[src/rtl/calsoc_pkg.sv]
// Shared SoC definitions: timer register offsets, CTRL layout and a byte-lane merge helper.
package calsoc_pkg;

  localparam logic [4:0] TMR_CTRL_OFS   = 5'h00;
  localparam logic [4:0] TMR_PRESC_OFS  = 5'h04;
  localparam logic [4:0] TMR_COUNT_OFS  = 5'h08;
  localparam logic [4:0] TMR_CMP_OFS    = 5'h0C;
  localparam logic [4:0] TMR_STATUS_OFS = 5'h10;

  localparam int unsigned TMR_CTRL_EN_BIT       = 0;
  localparam int unsigned TMR_CTRL_IE_BIT       = 1;
  localparam int unsigned TMR_CTRL_PERIODIC_BIT = 2;

  typedef struct packed {
    logic periodic;
    logic ie;
    logic en;
  } tmr_ctrl_t;

  // Byte lanes with sel=0 keep the old value.
  function automatic logic [31:0] apply_sel(input logic [31:0] old_val,
                                            input logic [31:0] new_val,
                                            input logic [3:0]  sel);
    logic [31:0] res;
    for (int i = 0; i < 4; i++) begin
      res[8*i +: 8] = sel[i] ? new_val[8*i +: 8] : old_val[8*i +: 8];
    end
    return res;
  endfunction

endpackage

[src/rtl/tmr_prescaler.sv]
// Timer prescaler: emits a one-cycle tick every (presc + 1) enabled cycles.
module tmr_prescaler #(
  parameter int unsigned PRESC_WIDTH = 16
) (
  input  logic                   clk,
  input  logic                   rst,
  input  logic                   en,
  input  logic [PRESC_WIDTH-1:0] presc,
  input  logic                   clr,
  output logic                   tick
);

  localparam logic [PRESC_WIDTH-1:0] CntOne = 1;

  logic [PRESC_WIDTH-1:0] cnt_q, cnt_d;

  assign tick = en && (cnt_q == presc);

  always_comb begin
    cnt_d = cnt_q + CntOne;
    if (!en || clr || tick) begin
      cnt_d = '0;
    end
  end

  always_ff @(posedge clk or posedge rst) begin
    if (rst) begin
      cnt_q <= '0;
    end else begin
      cnt_q <= cnt_d;
    end
  end

endmodule

[src/rtl/wb_timer.sv]
// Wishbone-B4 pipelined timer: 32-bit counter with prescaler, compare match and level IRQ.
module wb_timer
  import calsoc_pkg::*;
#(
  parameter int unsigned PRESC_WIDTH = 16,
  parameter logic [31:0] RESET_CMP   = 32'hFFFF_FFFF
) (
  input  logic        wb_clk_i,
  input  logic        wb_rst_i,
  input  logic [31:0] wb_adr_i,
  input  logic [31:0] wb_dat_i,
  output logic [31:0] wb_dat_o,
  input  logic        wb_we_i,
  input  logic [3:0]  wb_sel_i,
  input  logic        wb_cyc_i,
  input  logic        wb_stb_i,
  output logic        wb_ack_o,
  output logic        wb_err_o,
  output logic        wb_stall_o,
  output logic        irq_o
);

  tmr_ctrl_t              ctrl_q, ctrl_d;
  logic [PRESC_WIDTH-1:0] presc_q, presc_d;
  logic [31:0]            count_q, count_d;
  logic [31:0]            cmp_q, cmp_d;
  logic                   match_q, match_d;
  logic                   irq_q;
  logic                   ack_q, err_q;
  logic [31:0]            dat_q;

  logic        req, mapped, wr, tick, presc_clr;
  logic [4:0]  ofs;
  logic [31:0] rdata, wdata;
  logic        unused_adr;

  assign req        = wb_cyc_i & wb_stb_i;
  assign ofs        = {wb_adr_i[4:2], 2'b00};
  assign mapped     = (ofs <= TMR_STATUS_OFS);
  assign wr         = req & wb_we_i & mapped;
  assign presc_clr  = wr && (ofs == TMR_PRESC_OFS);
  assign unused_adr = ^{wb_adr_i[31:5], wb_adr_i[1:0]};

  tmr_prescaler #(
    .PRESC_WIDTH(PRESC_WIDTH)
  ) u_presc (
    .clk  (wb_clk_i),
    .rst  (wb_rst_i),
    .en   (ctrl_q.en),
    .presc(presc_q),
    .clr  (presc_clr),
    .tick (tick)
  );

  // Read mux reflects pre-edge register state.
  always_comb begin
    rdata = '0;
    case (ofs)
      TMR_CTRL_OFS: begin
        rdata[TMR_CTRL_EN_BIT]       = ctrl_q.en;
        rdata[TMR_CTRL_IE_BIT]       = ctrl_q.ie;
        rdata[TMR_CTRL_PERIODIC_BIT] = ctrl_q.periodic;
      end
      TMR_PRESC_OFS:  rdata[PRESC_WIDTH-1:0] = presc_q;
      TMR_COUNT_OFS:  rdata = count_q;
      TMR_CMP_OFS:    rdata = cmp_q;
      TMR_STATUS_OFS: rdata[0] = match_q;
      default:        rdata = '0;
    endcase
  end

  assign wdata = apply_sel(rdata, wb_dat_i, wb_sel_i);

  // Order matters: W1C loses to a new match, software writes beat tick updates.
  always_comb begin
    ctrl_d  = ctrl_q;
    presc_d = presc_q;
    count_d = count_q;
    cmp_d   = cmp_q;
    match_d = match_q;

    if (wr && (ofs == TMR_STATUS_OFS) && wb_sel_i[0] && wb_dat_i[0]) begin
      match_d = 1'b0;
    end

    if (tick) begin
      if (count_q == cmp_q) begin
        match_d = 1'b1;
        if (ctrl_q.periodic) begin
          count_d = '0;
        end else begin
          count_d   = count_q + 32'd1;
          ctrl_d.en = 1'b0;
        end
      end else begin
        count_d = count_q + 32'd1;
      end
    end

    if (wr) begin
      case (ofs)
        TMR_CTRL_OFS: begin
          ctrl_d.en       = wdata[TMR_CTRL_EN_BIT];
          ctrl_d.ie       = wdata[TMR_CTRL_IE_BIT];
          ctrl_d.periodic = wdata[TMR_CTRL_PERIODIC_BIT];
        end
        TMR_PRESC_OFS: presc_d = wdata[PRESC_WIDTH-1:0];
        TMR_COUNT_OFS: count_d = wdata;
        TMR_CMP_OFS:   cmp_d   = wdata;
        default: ;
      endcase
    end
  end

  always_ff @(posedge wb_clk_i or posedge wb_rst_i) begin
    if (wb_rst_i) begin
      ctrl_q  <= '0;
      presc_q <= '0;
      count_q <= '0;
      cmp_q   <= RESET_CMP;
      match_q <= 1'b0;
      irq_q   <= 1'b0;
      ack_q   <= 1'b0;
      err_q   <= 1'b0;
      dat_q   <= '0;
    end else begin
      ctrl_q  <= ctrl_d;
      presc_q <= presc_d;
      count_q <= count_d;
      cmp_q   <= cmp_d;
      match_q <= match_d;
      irq_q   <= match_q & ctrl_q.ie;
      ack_q   <= req & mapped;
      err_q   <= req & ~mapped;
      dat_q   <= (req && !wb_we_i && mapped) ? rdata : '0;
    end
  end

  assign wb_ack_o   = ack_q;
  assign wb_err_o   = err_q;
  assign wb_dat_o   = dat_q;
  assign wb_stall_o = 1'b0;
  assign irq_o      = irq_q;

endmodule

[config.mk]
export PLATFORM = sky130hd
export DESIGN_NAME = wb_timer
export DESIGN_NICKNAME = d
export VERILOG_FILES = /design/src/rtl/calsoc_pkg.sv /design/src/rtl/tmr_prescaler.sv /design/src/rtl/wb_timer.sv
export SDC_FILE = /design/constraint.sdc
export NUM_CORES = 1
export LEC_CHECK = 0
export ABC_AREA = 0
export ABC_CLOCK_PERIOD_IN_PS = 4150
export BUFFER_PORTS_ARGS = -buffer_cell sky130_fd_sc_hd__buf_2
export CAP_MARGIN = 20
export CORE_MARGIN = 2
export CORE_UTILIZATION = 52
export DETAILED_ROUTE_END_ITERATION = 10
export PLACE_DENSITY_LB_ADDON = 0.2
export SLEW_MARGIN = 20
export SYNTH_ARGS = -nofsm -noshare
export SYNTH_HDL_FRONTEND = slang
export SYNTH_SLANG_ARGS = --single-unit
[constraint.sdc]
create_clock -name wb_clk_i -period 4.15 [get_ports wb_clk_i]
set_input_delay 0.415 -clock wb_clk_i [delete_from_list [all_inputs] [get_ports wb_clk_i]]
set_output_delay 0.415 -clock wb_clk_i [all_outputs]
set_load 0.005 [all_outputs]
* Yosys cells after proc, flatten, opt, wreduce, memory -nomap -nowiden
Index checks and enable logic that the tools add are counted.
** Word-level totals
- Register bits after elaboration :: 135
- Input port bits :: 73
- Word-level logic and storage cells :: 66
** Cells by class
- Add/sub/neg operators :: 2
- Order comparisons :: 1
- Equal/unequal tests :: 6
- Muxes and demuxes :: 23
- Bitwise gates (word level) :: 7
- Reductions and logical operators :: 15
** Operator list (count)
- $mux 32 :: 6
- $pmux 13 s3 :: 1
- $add 32x1->32 const B :: 1
- $eq 32x32->1 :: 1
- $mux 8 :: 4
- $pmux 16 s2 :: 1
- $add 16x1->16 const B :: 1
- $eq 16x16->1 :: 1
- $mux 16 :: 1
- $mux 1 :: 8
- $pmux 2 s4 :: 1
- $logic_and 1x1->1 :: 7
- $and 1x1->1 :: 6
- $eq 3x2->1 const B :: 2
- $reduce_and 2->1 :: 3
- $le 5x5->1 const B :: 1
- $logic_not 5->1 :: 1
- $pmux 1 s5 :: 1
- $eq 3x1->1 const B :: 1
- $eq 3x3->1 const B :: 1
- $logic_not 1->1 :: 2
- $logic_or 1x1->1 :: 2
- $not 1->1 :: 1

* Longest topological paths before layout
- Word-level depth :: 9
- Gate-level depth with buffers :: 9
- Depth with buffers taken out :: 7

* By module
From an unflattened synthesis, not the netlist that was laid out.
** Unflattened totals
- Cell total of the unflattened synthesis :: 764
- Area total of the unflattened synthesis :: 7402.1 µm²
** By module, submodules not included
- wb_timer :: instances 1, cells each 665, area an instance 6458.7 µm², sequential area each 3017.9 µm²
- tmr_prescaler :: instances 1, cells each 99, area an instance 943.4 µm², sequential area each 400.4 µm²

* Worst setup path after synthesis
No wires, ideal clock.
- Path kind :: reg2reg
- From :: reg count_q[4]
- To :: reg count_q[13]
- Setup time :: 133 ps
- Arrival time :: 1801 ps
- Slack :: 2216 ps
- Cell stages (with the launch flop) :: 9
- Clock period less this slack :: 1934 ps
- Path through :: dfrtp_1 > buf_2 > xnor2_1 > nand4_1 > nor4_4 > nand3_2 > buf_2 > o21ai_1 > o22ai_1
** On the way
- Longest elaborated chain between the ends :: 6
** Ends and longest elaborated chain
- from (decl) :: RTL line wb_timer.sv:25 : logic [31:0] count_q, count_d;
- from (signal assigned) :: RTL line wb_timer.sv:129 : count_q <= count_d;
- $add 32x1->32 :: RTL line wb_timer.sv:92, wb_timer.sv:96
- $mux 32 :: RTL line wb_timer.sv:89 : if (ctrl_q.periodic) begin
- $mux 32 (*) :: RTL line wb_timer.sv:87 : if (count_q == cmp_q) begin
- $mux 32 (*) :: RTL line wb_timer.sv:86 : if (tick) begin
- $mux 32 :: RTL line wb_timer.sv:101 : case (ofs)
- $mux 32 (*) :: RTL line wb_timer.sv:100 : if (wr) begin
- net count_d[13] :: RTL line wb_timer.sv:25
Mark *: on every way through the listed nets, which the timed path passes. The rest lies on a longest branch.
A chain may end at the register's enable or synchronous reset.

* Worst setup path in the final report
- From :: reg count_q[23]
- To :: reg count_q[30]
Same word-level chain as after synthesis.

==> run_results.csv <==
group,metric,value,unit
status,status,"finished, final reports clean",
pwr,power.switching,1069,uW
pwr,clkPwrFrac,0.450,
route,totalWireLength,20.75,mm
finish,final_common_cell,"dfrtp_1",
timing,layout_min_cycle_time,2.999,ns
pwr,pwr-share-comb,0.133,
cts,clk_latency,0.44,ns
route,dr.pass1.iters,6,
finish,layout_common_cells,"103 x dfrtp_1, 89 x nand2_1, 78 x buf_2",
worst_setup_path,crit_path_cell_trace,"xnor2_1 -> nand4_1 -> nor4_4 -> nand3_2 -> buf_4 -> a32oi_1 -> o21ai_1",
timing,finalHoldViolCount,0,
pwr,seq_power_share,0.417,
worst_setup_path,worst_path_dominant_cell_family,"simple AND/OR/NAND/NOR gates",
logic_synthesis,synthArstFlopShare,1.000,
logic_synthesis,synth-seq-cells,135,
route,routed_via_density,6.038,
logic_synthesis,synth_cells,828,
placed_design,io_buffers,78,
floorplan,ios,109,
timing,clock.fmax,333.5,MHz
placed_design,placed_area,8028,sq um
floorplan,core-area,14480,sq um
timing,rsz0062_at_grt,"no",
cts,clk_pin_slew_worst_paths,0.06,ns
cts,cts_tree,"built",
timing,maxSlewHeadroom,0.3616,
worst_setup_path,worst-path-buf-inv,1,
timing,setup_violations,0,
cts,htreeDepth,4,
worst_setup_path,path_max_fanout,36,
route,drt_iter0_drc,518,
logic_synthesis,syn-mean-instance-area,9.265,sq um
cts,root_buffer,"clkbuf_16",
min_path,hp-class,"input port to async pin",
cts,numCtsBuffers,17,
logic_synthesis,yosysUniqueCellTypes,59,
route,wl_per_cell,19.46,um
finish,nNetsFinal,944,
finish,final_area,8722,sq um
finish,fill_cells,1255,
pwr,ir_worst_vdd,0.0003101,V
floorplan,core.rowCount,44,
worst_setup_path,crit_required,4.46,ns
timing,tns,0,ns
cts,post-cts-setup-buffer-count,0,
logic_synthesis,yosysSeqAreaShare,0.4456,
global_route,grt-ovfl-total,0,
finish,layout-area-overhead-vs-synth,13.70,%
logic_synthesis,synth_flop_cell,"dfrtp_1",
floorplan,start_util,0.5298,
placed_design,dpl.hpwl,14.10,mm
logic_synthesis,ys.warnings.count,0,
worst_setup_path,cp-start-kind,"register",
worst_setup_path,crit_type,"register to register",
floorplan,die_y,125.5,um
pwr,p_per_area,451.2,nW/um^2
timing,fin_crit_sh,0.7226,
logic_synthesis,netlist_area,7671,sq um
global_route,track_usage,0.2679,
cts,numClockSinks,135,
timing,slew_violations,0,
worst_setup_path,slowest_delay,0.65,ns
timing,tightest_slew,0.9575,ns
floorplan,die_w,125.5,um
pwr,internal-power,2867,uW
timing,whs,0.1957,ns
global_route,grt_pass1_vias,6205,
worst_setup_path,cp.arrival,3.31,ns
logic_synthesis,synth_nets,903,
logic_synthesis,synth_edf_count,0,
cts,cts-resized-gates,0,
finish,drive_gt1_frac,0.2029,
timing,fin_skew,0.008948,ns
global_route,grt_pass1_wl,33.46,mm
global_route,antenna_found_initial,0,
floorplan,dieArea,15740,sq um
placed_design,routabilityCongestion,0.9570,
route,drc_errors,0,
finish,antenna_cells,0,
route,dr_total_vias,6437,
cts,clockBufferDepth,2,
cts,cts_hold_buffers,0,
worst_setup_path,cpMaxStageDelayCell,"nand3_2",
worst_setup_path,endpoint_kind,"register",
route,ant_nets,0,
pwr,swShare,0.2716,
global_route,grt_max_degree,106,
pwr,p_leak,0.003631,uW
run,maxCapViolCount,0,
[per-layer routing]
layer | GRT usage | wire length, um | vias to the layer above
li1 | - | - | 3025
met1 | 0.3598 | 9222 | 3152
met2 | 0.4385 | 9955 | 231
met3 | 0.06889 | 1217 | 29
met4 | 0.06275 | 349 | 0
met5 | 0 | 0 | -
[final timing paths]
path	start	end	slack, ns	depth (start not counted)
hold reg to reg	cmp_q[4]	cmp_q[4]	0.48	2
min in group wb_clk_i	wb_stb_i	wb_err_o	0.29	3
hold / removal	wb_rst_i	presc_q[14]	0.20	2
setup / recovery	count_q[23]	count_q[30]	1.15	7
max in group asynchronous	wb_rst_i	cmp_q[13]	2.92	3
setup reg to reg	count_q[23]	count_q[30]	1.15	7
[cell families after synthesis]
logic type,synth area share
simple gates,0.2217
compound gates,0.1530
flops,0.4456
buf+inv,0.05040
xor+xnor,0.07421
mux,0.05138
fa+ha+maj,0.003262
other cells,0.0004888
[cell type report]
type	count	area (sq um)	area share
well taps	184	230.2	0.02640
flip-flops and latches	135	3418	0.3919
multi-input cells	620	3877	0.4446
repair buffers	91	488.0	0.05595
inverters	4	20.02	0.002295
clock inverters	12	221.5	0.02539
clock buffers	20	466.7	0.05351
[flip-flops by register name, indices dropped and copies added (netlist names), 3 cells and up]
name	cells
cmp_q	32
count_q	32
ctrl_q	3
presc_q	16
u_presc.cnt_q	16
wb_dat_o	32
[power by group through the flow]
stage | Sequential [uW] | Clock, uW | Combinational (uW)
after floorplan | 1580 | 0 | 444
after global placement | 1650 | 0 | 508
after detailed placement | 1660 | 0 | 521
after CTS | 1640 | 1780 | 525
after global routing | 1660 | 1830 | 586
final | 1640 | 1770 | 523
[cells in the mapped netlist (all sizes together) (17+ instances only)]
cell	number	share of area
dfrtp	103	0.34
o21ai	66	0.043
nand3	38	0.026
nand2	90	0.044
clkbuf	34	0.017
nor3	31	0.023
a31oi	17	0.014
dfstp	32	0.11
nor2b	19	0.015
mux2i	18	0.023
xor2	18	0.021
nand4	21	0.020
xnor2	47	0.054
nor2	68	0.034
buf	34	0.030
a21oi	45	0.029
[worst reg2reg max path, delay by kind of cell (launching register included)]
| kind | cells | cell delay (ns) |
|---|---|---|
| flip-flops | 1 | 0.47 |
| AND/OR/NAND/NOR | 3 | 1.25 |
| buffers and inverters | 1 | 0.49 |
| AO/OA/AOI/OAI | 2 | 0.31 |
| XOR/XNOR | 1 | 0.35 |
[stage by stage]
| stage | setup slack (ns) | total power [uW] | utilization | instances |
|---|---|---|---|---|
| after CTS | 1.214 | 3937 | 0.6020 | 1066 |
| after global placement | 1.284 | 2159 | 0.5544 | 1034 |
| after floorplan | 0.1769 | 2020 | - | 828 |
| final | 1.151 | 3936 | 0.6024 | 1066 |
| after global routing | 0.9815 | 4080 | 0.6024 | 1066 |
| after detailed placement | 1.247 | 2179 | 0.5544 | 1034 |
Power figures use the tool's default switching activity.
